**config.mk**
```make
export PLATFORM = sky130hd
export DESIGN_NAME = video_frame_capture_flat
export DESIGN_NICKNAME = d
export VERILOG_FILES = /design/src/rtl/video_frame_capture_pkg.sv /design/src/rtl/video_frame_capture_if.sv /design/src/rtl/video_sync_edge.sv /design/src/rtl/video_frame_capture.sv /design/src/flat_wrapper.sv
export SDC_FILE = /design/constraint.sdc
export NUM_CORES = 1
export LEC_CHECK = 0
export ABC_CLOCK_PERIOD_IN_PS = 2800
export BUFFER_PORTS_ARGS = -buffer_cell sky130_fd_sc_hd__buf_4
export CAP_MARGIN = 10
export CORE_MARGIN = 1.5
export CORE_UTILIZATION = 35
export CTS_BUF_LIST = sky130_fd_sc_hd__clkbuf_4 sky130_fd_sc_hd__clkbuf_8
export CTS_CLUSTER_DIAMETER = 150
export DETAILED_ROUTE_END_ITERATION = 6
export GPL_TIMING_DRIVEN = 0
export SLEW_MARGIN = 20
export SYNTH_ARGS = -nofsm -noshare
export SYNTH_HDL_FRONTEND = slang
export SYNTH_SLANG_ARGS = --single-unit
```
**constraint.sdc**
```tcl
create_clock -name clk -period 2.8 [get_ports clk]
set_input_delay 0.56 -clock clk [delete_from_list [all_inputs] [get_ports clk]]
set_output_delay 0.56 -clock clk [all_outputs]
set_load 0.05 [all_outputs]
```
**src/rtl/video_frame_capture_pkg.sv**
```systemverilog
// Shared video timing constants and capture FSM state type.
package video_pkg;

    localparam int unsigned H_SYNC  = 40;
    localparam int unsigned H_BACK  = 220;
    localparam int unsigned H_DISP  = 1280;
    localparam int unsigned H_FRONT = 110;
    localparam int unsigned H_TOTAL = 1650;

    localparam int unsigned V_SYNC  = 5;
    localparam int unsigned V_BACK  = 20;
    localparam int unsigned V_DISP  = 720;
    localparam int unsigned V_FRONT = 5;
    localparam int unsigned V_TOTAL = 750;

    typedef enum logic [1:0] {
        IDLE    = 2'd0,
        ARMED   = 2'd1,
        CAPTURE = 2'd2
    } cap_state_t;

    // Counter width able to index 0..n-1, never narrower than one bit.
    function automatic int unsigned cnt_w(input int unsigned n);
        return (n > 1) ? $clog2(n) : 1;
    endfunction

endpackage

```
**src/rtl/video_frame_capture_if.sv**
```systemverilog
// Pixel-stream input and frame-buffer write port of the capture block.
interface video_frame_capture_if #(
    parameter int unsigned DATA_W = 8,
    parameter int unsigned ADDR_W = 20
);
    logic              in_vsync;
    logic              in_hsync;
    logic              in_valid;
    logic [DATA_W-1:0] in_data;
    logic              wr_en;
    logic [ADDR_W-1:0] wr_addr;
    logic [DATA_W-1:0] wr_data;

    // Stream source / frame-buffer side.
    modport master (
        output in_vsync, in_hsync, in_valid, in_data,
        input  wr_en, wr_addr, wr_data
    );

    // Capture block side.
    modport slave (
        input  in_vsync, in_hsync, in_valid, in_data,
        output wr_en, wr_addr, wr_data
    );
endinterface

```
**src/rtl/video_sync_edge.sv**
```systemverilog
// Registers vsync/valid once and derives the frame-start, line-end and pixel qualifiers.
module video_sync_edge (
    input  logic clk,
    input  logic rst,
    input  logic in_vsync,
    input  logic in_valid,
    output logic vs_rise_c,
    output logic va_fall_c,
    output logic pixel_ok_c
);

    logic vs_d;
    logic va_d;

    always_ff @(posedge clk or posedge rst) begin
        if (rst) begin
            vs_d <= 1'b0;
            va_d <= 1'b0;
        end else begin
            vs_d <= in_vsync;
            va_d <= in_valid;
        end
    end

    assign vs_rise_c  = in_vsync & ~vs_d;
    assign va_fall_c  = ~in_valid & va_d;
    assign pixel_ok_c = in_valid & ~in_vsync;

endmodule

```
**src/rtl/video_frame_capture.sv**
```systemverilog
// Frame-capture sink: locks to a frame on vsync and turns active pixels into linear
// frame-buffer writes, with frame pulses, a frame counter and sticky length errors.
module video_frame_capture #(
    parameter int unsigned H_DISP = video_pkg::H_DISP,
    parameter int unsigned V_DISP = video_pkg::V_DISP,
    parameter int unsigned DATA_W = 8,
    parameter int unsigned ADDR_W = 20
) (
    input  logic                   clk,
    input  logic                   rst,
    video_frame_capture_if.slave   bus,
    input  logic                   capture_en,
    output logic                   frame_start,
    output logic                   frame_done,
    output logic                   busy,
    output logic [15:0]            frame_cnt,
    output logic                   err_line_len,
    output logic                   err_frame_len
);

    import video_pkg::*;

    localparam int unsigned COL_W = cnt_w(H_DISP + 1);
    localparam int unsigned ROW_W = cnt_w(V_DISP);

    logic vs_rise;
    logic va_fall;
    logic pixel_ok;

    video_sync_edge u_sync_edge (
        .clk        (clk),
        .rst        (rst),
        .in_vsync   (bus.in_vsync),
        .in_valid   (bus.in_valid),
        .vs_rise_c  (vs_rise),
        .va_fall_c  (va_fall),
        .pixel_ok_c (pixel_ok)
    );

    cap_state_t        state, state_nxt;
    logic [COL_W-1:0]  col, col_nxt;
    logic [ROW_W-1:0]  row, row_nxt;
    logic [ADDR_W-1:0] line_base, base_nxt;
    logic              wr_en_q, wr_en_nxt;
    logic [ADDR_W-1:0] wr_addr_q, wr_addr_nxt;
    logic [DATA_W-1:0] wr_data_q, wr_data_nxt;
    logic              start_nxt, done_nxt, busy_nxt;
    logic [15:0]       cnt_nxt;
    logic              err_line_nxt, err_frame_nxt;
    logic              frame_closed;
    logic              lock;

    // State and all registered outputs.
    always_ff @(posedge clk or posedge rst) begin
        if (rst) begin
            state         <= IDLE;
            col           <= '0;
            row           <= '0;
            line_base     <= '0;
            wr_en_q       <= 1'b0;
            wr_addr_q     <= '0;
            wr_data_q     <= '0;
            frame_start   <= 1'b0;
            frame_done    <= 1'b0;
            busy          <= 1'b0;
            frame_cnt     <= '0;
            err_line_len  <= 1'b0;
            err_frame_len <= 1'b0;
        end else begin
            state         <= state_nxt;
            col           <= col_nxt;
            row           <= row_nxt;
            line_base     <= base_nxt;
            wr_en_q       <= wr_en_nxt;
            wr_addr_q     <= wr_addr_nxt;
            wr_data_q     <= wr_data_nxt;
            frame_start   <= start_nxt;
            frame_done    <= done_nxt;
            busy          <= busy_nxt;
            frame_cnt     <= cnt_nxt;
            err_line_len  <= err_line_nxt;
            err_frame_len <= err_frame_nxt;
        end
    end

    // Next-state, pixel addressing and line/frame bookkeeping.
    always_comb begin
        state_nxt     = state;
        col_nxt       = col;
        row_nxt       = row;
        base_nxt      = line_base;
        wr_en_nxt     = 1'b0;
        wr_addr_nxt   = wr_addr_q;
        wr_data_nxt   = wr_data_q;
        start_nxt     = 1'b0;
        done_nxt      = 1'b0;
        cnt_nxt       = frame_cnt;
        err_line_nxt  = err_line_len;
        err_frame_nxt = err_frame_len;
        frame_closed  = 1'b0;
        lock          = 1'b0;

        unique case (state)
            // Flags clear only on a fresh arm, so they stay sticky across back-to-back frames.
            IDLE: begin
                if (capture_en) begin
                    state_nxt     = ARMED;
                    err_line_nxt  = 1'b0;
                    err_frame_nxt = 1'b0;
                end
            end
            ARMED: begin
                if (vs_rise) lock = 1'b1;
            end
            CAPTURE: begin
                if (pixel_ok) begin
                    if (col < COL_W'(H_DISP)) begin
                        wr_en_nxt   = 1'b1;
                        wr_addr_nxt = line_base + ADDR_W'(col);
                        wr_data_nxt = bus.in_data;
                        col_nxt     = col + COL_W'(1);
                    end else begin
                        err_line_nxt = 1'b1;
                    end
                end
                if (va_fall) begin
                    if (col != COL_W'(H_DISP)) err_line_nxt = 1'b1;
                    col_nxt  = '0;
                    base_nxt = line_base + ADDR_W'(H_DISP);
                    if (row == ROW_W'(V_DISP - 1)) begin
                        done_nxt     = 1'b1;
                        cnt_nxt      = frame_cnt + 16'd1;
                        frame_closed = 1'b1;
                        state_nxt    = capture_en ? ARMED : IDLE;
                    end else begin
                        row_nxt = row + ROW_W'(1);
                    end
                end
                // A vsync that coincides with the closing line starts the next frame cleanly.
                if (vs_rise) begin
                    if (!frame_closed) begin
                        err_frame_nxt = 1'b1;
                        lock          = 1'b1;
                    end else if (capture_en) begin
                        lock = 1'b1;
                    end
                end
            end
            default: state_nxt = IDLE;
        endcase

        if (lock) begin
            state_nxt = CAPTURE;
            start_nxt = 1'b1;
            row_nxt   = '0;
            col_nxt   = '0;
            base_nxt  = '0;
        end

        busy_nxt = (state_nxt != IDLE);
    end

    assign bus.wr_en   = wr_en_q;
    assign bus.wr_addr = wr_addr_q;
    assign bus.wr_data = wr_data_q;

endmodule
```
**src/flat_wrapper.sv**
```systemverilog
// flat-port wrapper written by rule: the top's interface ports become plain ports
module video_frame_capture_flat import video_pkg::*;
#(
    parameter int unsigned H_DISP = video_pkg::H_DISP,
    parameter int unsigned V_DISP = video_pkg::V_DISP,
    parameter int unsigned DATA_W = 8,
    parameter int unsigned ADDR_W = 20
)
  (clk, rst, capture_en, frame_start, frame_done, busy, frame_cnt, err_line_len, err_frame_len, bus_in_vsync, bus_in_hsync, bus_in_valid, bus_in_data, bus_wr_en, bus_wr_addr, bus_wr_data);
  video_frame_capture_if #(.DATA_W(DATA_W), .ADDR_W(ADDR_W)) bus_i ();
  input  logic clk;
  input  logic rst;
  input  logic capture_en;
  output logic frame_start;
  output logic frame_done;
  output logic busy;
  output logic [15:0] frame_cnt;
  output logic err_line_len;
  output logic err_frame_len;
  input wire logic [$bits(bus_i.in_vsync)-1:0] bus_in_vsync;
  input wire logic [$bits(bus_i.in_hsync)-1:0] bus_in_hsync;
  input wire logic [$bits(bus_i.in_valid)-1:0] bus_in_valid;
  input wire logic [$bits(bus_i.in_data)-1:0] bus_in_data;
  output wire logic [$bits(bus_i.wr_en)-1:0] bus_wr_en;
  output wire logic [$bits(bus_i.wr_addr)-1:0] bus_wr_addr;
  output wire logic [$bits(bus_i.wr_data)-1:0] bus_wr_data;
  assign bus_i.in_vsync = bus_in_vsync;
  assign bus_i.in_hsync = bus_in_hsync;
  assign bus_i.in_valid = bus_in_valid;
  assign bus_i.in_data = bus_in_data;
  assign bus_wr_en = bus_i.wr_en;
  assign bus_wr_addr = bus_i.wr_addr;
  assign bus_wr_data = bus_i.wr_data;
  video_frame_capture #(.H_DISP(H_DISP), .V_DISP(V_DISP), .DATA_W(DATA_W), .ADDR_W(ADDR_W)) u_core (.clk(clk), .rst(rst), .bus(bus_i), .capture_en(capture_en), .frame_start(frame_start), .frame_done(frame_done), .busy(busy), .frame_cnt(frame_cnt), .err_line_len(err_line_len), .err_frame_len(err_frame_len));
endmodule
```
==> results.sh, run 1 <==
export IMPL_pwr_share_clk_pct=26.0
export IMPL_place_gp_congestion=0.867
export IMPL_rows=40
export IMPL_hold_viol_final=0
export IMPL_seq_area_um2=2180
export IMPL_p_leak_nw=2.51
export IMPL_insertion_delay_ps=360
export IMPL_yosys_warnings=0
export IMPL_cts_root_buf="clkbuf_8"
export IMPL_grt_pass1_vias=3239
export IMPL_synthCells=449
export IMPL_final_area_um2=5170
export IMPL_p_int_mw=2.33
export IMPL_track_usage_pct=14.9
export IMPL_clk_path_buf_depth=2
export IMPL_vias=3284
export IMPL_startpoint="u_core.state[0]$_DFF_PP0_"
export IMPL_worst_r2r_endpoint="u_core.frame_cnt[8]$_DFFE_PP0P_"
export IMPL_dp_slack_ps=341
export IMPL_yosysSeqAreaShare_pct=51.0
export IMPL_peakVddDrop_mv=0.264
export IMPL_worst_pin_slew_ps=607
export IMPL_ys_flop_type="dfrtp_1"
export IMPL_cts_setup_buffers=0
export IMPL_ios=64
export IMPL_arrival_ps=2710
export IMPL_synth_area_per_cell_um2=9.50
export IMPL_grt_max_degree=34
export IMPL_area_delta_synth_final_pct=21.3
export IMPL_synth_common_cells="87 x dfrtp_1, 82 x nand2_1, 40 x o21ai_0"
export IMPL_drcViolationCount=0
export IMPL_die_y_um=113
export IMPL_clk_pin_slew_ps=80
export IMPL_dieWidth_um=113
export IMPL_async_reset_ff_share_pct=100
export IMPL_diodes=0
export IMPL_cts_max_level=3
export IMPL_hp_class="primary input to asynchronous set/reset pin"
export IMPL_finalSetupTns_ps=0
export IMPL_rsz0062_at_grt="no"
export IMPL_dpl_hpwl_um=6530
export IMPL_vias_per_cell=4.87
export IMPL_combPwrFrac_pct=32.3
export IMPL_setup_worst_path_end="u_core.frame_cnt[8]$_DFFE_PP0P_"
export IMPL_overflow=0
export IMPL_drive_gt1_share_pct=16.9
export IMPL_syn_nets=477
export IMPL_synth_top_cell_area_share_pct=51.0
export IMPL_clock_sinks=87
export IMPL_core_um2=12000
export IMPL_fin_crit_ps=2460
export IMPL_worst_r2r_setup_slack_ps=340
export IMPL_synth_top_area_cell="dfrtp_1"
export IMPL_first_iter_violations=157
export IMPL_power_density_nw_per_um2=714
export IMPL_setup_viol=0
export IMPL_fill_cells=1166
export IMPL_numCtsBuffers=9
export IMPL_drt_pass1_iterations=5
export IMPL_maxCapViolations=0
export IMPL_r2r_start="u_core.state[0]$_DFF_PP0_"
export IMPL_dieArea_um2=12900
export IMPL_io_buffers=62
export IMPL_critPathKind="flop to flop"
export IMPL_ys_ff_latch=87
export IMPL_reg2reg_depth=9
export IMPL_fin_ws_ps=339
export IMPL_startpoint_type="flop"
export IMPL_start_util_pct=35.7
export IMPL_synth_most_common_cell="dfrtp_1"
export IMPL_synth_enable_flop_cells=0
export IMPL_routedWlPerCell_um=13.1
export IMPL_cp_end_kind="flop"
export IMPL_cts_tree="yes"
export IMPL_max_freq_mhz=406
export IMPL_drtAntennaViolNets=0
export IMPL_power_frac_seq_pct=41.8
export IMPL_yosysUniqueCellTypes=47
export IMPL_period_share_pct=87.9
export IMPL_p_total_mw=3.70
export IMPL_holdBufCountCts=0
export IMPL_syn_area_um2=4270
export IMPL_slew_viol_final=0
export IMPL_antenna_found_initial=0
export IMPL_path_max_fanout=9
export IMPL_grt_pass1_wl_um=15500
export IMPL_power_switching_mw=1.36
export IMPL_status="finished clean"
export IMPL_clock_skew_ps=10.9
export IMPL_relSlewSlack_pct=59.5
export IMPL_synthTopCellsByArea="dfrtp_1 51%, nand2_1 7.2%, xnor2_1 4.9%"
export IMPL_nets=552
export IMPL_crit_required_ps=3040
export IMPL_netSwitchingFraction_pct=36.9
export IMPL_postPlaceCellArea_um2=4960
export IMPL_finalWirelength_um=8820
export IMPL_multi_input_area_um2=1950
export IMPL_cts_resized=0
cell type report:
class                   count  share of cell area (%)
multi-input cells         328                    37.6
clock buffers              11                    2.80
plain buffers              22                    1.89
flip-flops and latches     87                    42.1
well taps                 147                    3.55
clock inverters             4                    1.35
repair buffers             64                    9.77
inverters                  12                   0.943
cell usage in the layout, fill, tap and decap left out, types with 3 or more instances in the layout:
master / count
dfrtp_1: 87
nand2_1: 82
buf_4: 63
o21ai_0: 40
nor2_1: 38
xnor2_1: 24
xor2_1: 24
clkbuf_1: 17
nand3_1: 17
nand4_1: 15
ha_1: 14
inv_1: 10
a21oi_1: 10
clkbuf_8: 10
nor3_1: 7
and3_1: 7
nor2b_1: 4
and4_1: 4
a31oi_1: 4
nand4b_1: 3
o31ai_1: 3
or3_1: 3
o211ai_1: 3
metrics by stage:
stage	cells	hold WS (ps)	util, %
2_1_floorplan	449	499	-
3_3_place_gp	658	461	41.1
3_5_place_dp	660	461	41.5
4_1_cts	675	280	43.3
5_1_grt	675	291	43.3
6_report	675	276	43.3
power by group through the flow:
stage | combinational (mW) | sequential [mW] | clock [mW]
after global routing | 1.32 | 1.57 | 1.04
after floorplan | 0.470 | 1.94 | 0
final | 1.19 | 1.54 | 0.959
after detailed placement | 1.20 | 1.57 | 0
after global placement | 1.17 | 1.56 | 0
after CTS | 1.20 | 1.54 | 0.991
sequential cells by signal, indices dropped and copies added (netlist names), 2 cells and up:
register and flops:
u_core.bus.wr_addr 20, u_core.frame_cnt 16, u_core.line_base 12, u_core.col 11, u_core.row 10, u_core.bus.wr_data 8
u_core.state 2
cells by family (layout without fill, tap and decap cells):
logic type | count (synthesis) | after routing | share of synthesized area, %
other cells | 1 | 1 | 0.0879
compound gates | 70 | 70 | 9.41
flops | 87 | 87 | 51.0
simple gates | 193 | 193 | 21.7
mux | 2 | 2 | 0.469
fa+ha+maj | 14 | 14 | 4.11
xor+xnor | 48 | 48 | 9.85
buf+inv | 34 | 113 | 3.34
critical path: stages, from the launching register on:
cell and delay (ps):
dfrtp_1 450, inv_1 110, ha_1 340, and3b_1 200
buf_4 160, nand4_1 270, inv_2 240, and3_1 300
nand4_1 140, xnor2_1 140
worst min path at each step:
| stage | endpoint | startpoint | cells past startpoint | slack [ps] |
|---|---|---|---|---|
| 2_1_floorplan | u_core.row[9]$_DFFE_PP0P_ | u_core.row[9]$_DFFE_PP0P_ | 2 | 500 |
| 3_3_place_gp | u_core.bus.wr_data[3]$_DFFE_PP0P_ | u_core.bus.wr_data[3]$_DFFE_PP0P_ | 2 | 460 |
| 3_5_place_dp | u_core.frame_cnt[15]$_DFFE_PP0P_ | u_core.frame_cnt[15]$_DFFE_PP0P_ | 1 | 460 |
| 4_1_cts | u_core.line_base[15]$_DFFE_PP0P_ | rst | 2 | 280 |
| 5_1_grt | u_core.bus.wr_addr[14]$_DFFE_PP0P_ | rst | 2 | 290 |
| 6_report | u_core.bus.wr_addr[14]$_DFFE_PP0P_ | rst | 2 | 280 |
metal layers:
metal	vias up	wire length [µm]	part of all wire [%]	global-route usage, %
li1	1674	-	-	-
met1	1552	4200	48	20.1
met2	51	4170	47	24.0
met3	7	346	3.9	3.29
met4	0	106	1.2	4.75
met5	-	0	0	0
(Power assumes the default switching activity.)
==> run 2: changes to the inputs <==
--- a/config.mk
+++ b/config.mk
@@ -5,6 +5,7 @@
 export SDC_FILE = /design/constraint.sdc
 export NUM_CORES = 1
 export LEC_CHECK = 0
+export ABC_AREA = 1
 export ABC_CLOCK_PERIOD_IN_PS = 2800
 export BUFFER_PORTS_ARGS = -buffer_cell sky130_fd_sc_hd__buf_4
 export CAP_MARGIN = 10
==> run 2 against run 1 <==
  * Via count increased by 33%
  * Core utilization decreased by 0.49 points
  * Wire length increased by 37%
  * Global-route usage increased by 2.2 points
  * Sequential share of layout area decreased by 5.5 points
  * Clock-buffer cell count decreased by 2
  * Largest power group is now combinational logic
  * Highest routed layer unchanged
==> results.sh, run 2 <==
export IMPL_maxCapViolations=0
export IMPL_track_usage_pct=17.0
export IMPL_dieWidth_um=123
export IMPL_dp_slack_ps=567
export IMPL_drt_pass1_iterations=4
export IMPL_fill_cells=1432
export IMPL_grt_pass1_wl_um=20300
export IMPL_routedWlPerCell_um=13.6
export IMPL_synth_most_common_cell="nand2_1"
export IMPL_grt_max_degree=33
export IMPL_slew_viol_final=0
export IMPL_fin_ws_ps=566
export IMPL_pwr_share_clk_pct=20.1
export IMPL_ios=64
export IMPL_path_max_fanout=10
export IMPL_ys_flop_type="dfrtp_1"
export IMPL_async_reset_ff_share_pct=100
export IMPL_synthCells=628
export IMPL_clock_skew_ps=11.7
export IMPL_arrival_ps=2540
export IMPL_synth_top_cell_area_share_pct=43.5
export IMPL_finalWirelength_um=12100
export IMPL_hp_class="primary input to asynchronous set/reset pin"
export IMPL_numCtsBuffers=9
export IMPL_p_int_mw=2.76
export IMPL_nets=731
export IMPL_power_density_nw_per_um2=828
export IMPL_netSwitchingFraction_pct=44.2
export IMPL_cts_setup_buffers=0
export IMPL_power_switching_mw=2.18
export IMPL_synth_area_per_cell_um2=7.97
export IMPL_vias=4370
export IMPL_place_gp_congestion=0.831
export IMPL_syn_nets=656
export IMPL_cp_end_kind="flop"
export IMPL_rsz0062_at_grt="no"
export IMPL_finalSetupTns_ps=0
export IMPL_clock_sinks=87
export IMPL_cts_tree="yes"
export IMPL_ys_ff_latch=87
export IMPL_max_freq_mhz=448
export IMPL_cts_resized=0
export IMPL_fin_crit_ps=2230
export IMPL_dpl_hpwl_um=8940
export IMPL_setup_viol=0
export IMPL_yosysSeqAreaShare_pct=43.5
export IMPL_combPwrFrac_pct=42.7
export IMPL_syn_area_um2=5010
export IMPL_critPathKind="flop to flop"
export IMPL_period_share_pct=79.8
export IMPL_cts_root_buf="clkbuf_8"
export IMPL_insertion_delay_ps=370
export IMPL_drtAntennaViolNets=0
export IMPL_synthTopCellsByArea="dfrtp_1 43%, nand2_1 13%, xor2_1 5.8%"
export IMPL_area_delta_synth_final_pct=19.1
export IMPL_grt_pass1_vias=4123
export IMPL_status="finished clean"
export IMPL_dieArea_um2=15000
export IMPL_layout_commonest_cell="nand2_1"
export IMPL_overflow=0
export IMPL_peakVddDrop_mv=0.237
export IMPL_startpoint_type="flop"
export IMPL_antenna_found_initial=0
export IMPL_core_um2=13900
export IMPL_diodes=0
export IMPL_rows=43
export IMPL_synth_common_cells="172 x nand2_1, 87 x dfrtp_1, 56 x inv_1"
export IMPL_die_y_um=123
export IMPL_synth_top_area_cell="dfrtp_1"
export IMPL_yosysUniqueCellTypes=40
export IMPL_worst_pin_slew_ps=710
export IMPL_cts_max_level=3
export IMPL_start_util_pct=35.9
export IMPL_p_leak_nw=2.95
export IMPL_clk_pin_slew_ps=90
export IMPL_power_frac_seq_pct=37.2
export IMPL_first_iter_violations=259
export IMPL_relSlewSlack_pct=52.4
export IMPL_layout_common_cells="172 x nand2_1, 87 x dfrtp_1, 62 x buf_4"
export IMPL_drive_gt1_share_pct=16.8
export IMPL_clk_path_buf_depth=2
export IMPL_drcViolationCount=0
export IMPL_vias_per_cell=4.92
export IMPL_synth_enable_flop_cells=0
export IMPL_holdBufCountCts=0
export IMPL_io_buffers=62
export IMPL_hold_viol_final=0
export IMPL_crit_required_ps=3110
export IMPL_yosys_warnings=0
export IMPL_largest_reg_flops=20
run 2: changes by cell type after synthesis, sizes merged, moves of 7 or more:
cell and change:
xor2 +9, nor3 +8, nand2 +93, and3 -7, o311ai +10, buf +13, nor2 +27, o2111ai +21
nand3 +20, inv +46, xnor2 -14
run 2: cell families after synthesis:
logic type	after synthesis	share of synthesized area (%)
xor+xnor	43	7.52
fa+ha+maj	14	3.50
other cells	1	0.0749
buf+inv	91	7.60
flops	87	43.5
simple gates	311	26.9
compound gates	81	10.9
run 2: power groups by stage:
stage	combinational [mW]	clock, mW	sequential [mW]
after floorplan	1.01	0	2.36
after CTS	2.13	1.03	1.84
after global placement	2.07	0	1.84
final	2.11	0.992	1.84
after detailed placement	2.12	0	1.86
after global routing	2.31	1.07	1.88
run 2: stage by stage:
stage	std cells	instance area (µm²)	hold slack, ps	power [mW]	util, %
after floorplan	628	5010	506	3.37	-
after global placement	870	5700	464	3.91	40.9
after detailed placement	872	5740	470	3.98	41.2
after CTS	888	5960	278	4.99	42.8
after global routing	888	5960	305	5.27	42.8
final	888	5960	271	4.94	42.8
run 2: final timing paths:
check / from / to / slack, ps / depth (start not counted)
min in group clk: bus_in_vsync / u_core.u_sync_edge.vs_d$_DFF_PP0_ / 330 / 1
min: rst / u_core.line_base[13]$_DFFE_PP0P_ / 270 / 2
max in group asynchronous: rst / u_core.bus.wr_addr[8]$_DFFE_PP0P_ / 1970 / 3
max: u_core.state[0]$_DFF_PP0_ / u_core.row[1]$_DFFE_PP0P_ / 570 / 8
min reg2reg: u_core.bus.wr_data[4]$_DFFE_PP0P_ / u_core.bus.wr_data[4]$_DFFE_PP0P_ / 490 / 2
max reg2reg: u_core.state[0]$_DFF_PP0_ / u_core.row[1]$_DFFE_PP0P_ / 570 / 8
run 2: worst max-delay path: stages, from the launching register on:
cell      delay (ps)
dfrtp_1          430
inv_1            100
ha_1             200
buf_2            180
inv_1            100
clkbuf_1         360
clkbuf_1         470
o311ai_0         250
nand2_1          100
run 2: metal layers:
metal	global-route usage, %	share of wire (%)
met1	22.6	48
met2	28.2	49
met3	1.86	1.9
met4	6.98	1.7
met5	0	0
run 2: cell type report:
class                           instances  area [µm²]  share of cell area, %
Timing Repair Buffer                   64         505                   8.48
Buffer                                 32         159                   2.67
Multi-Input combinational cell        450        2450                   41.1
Sequential cell                        87        2180                   36.5
Tap cell                              180         225                   3.78
Inverter                               59         225                   3.78
Clock inverter                          7        96.3                   1.62
Clock buffer                            9         124                   2.08
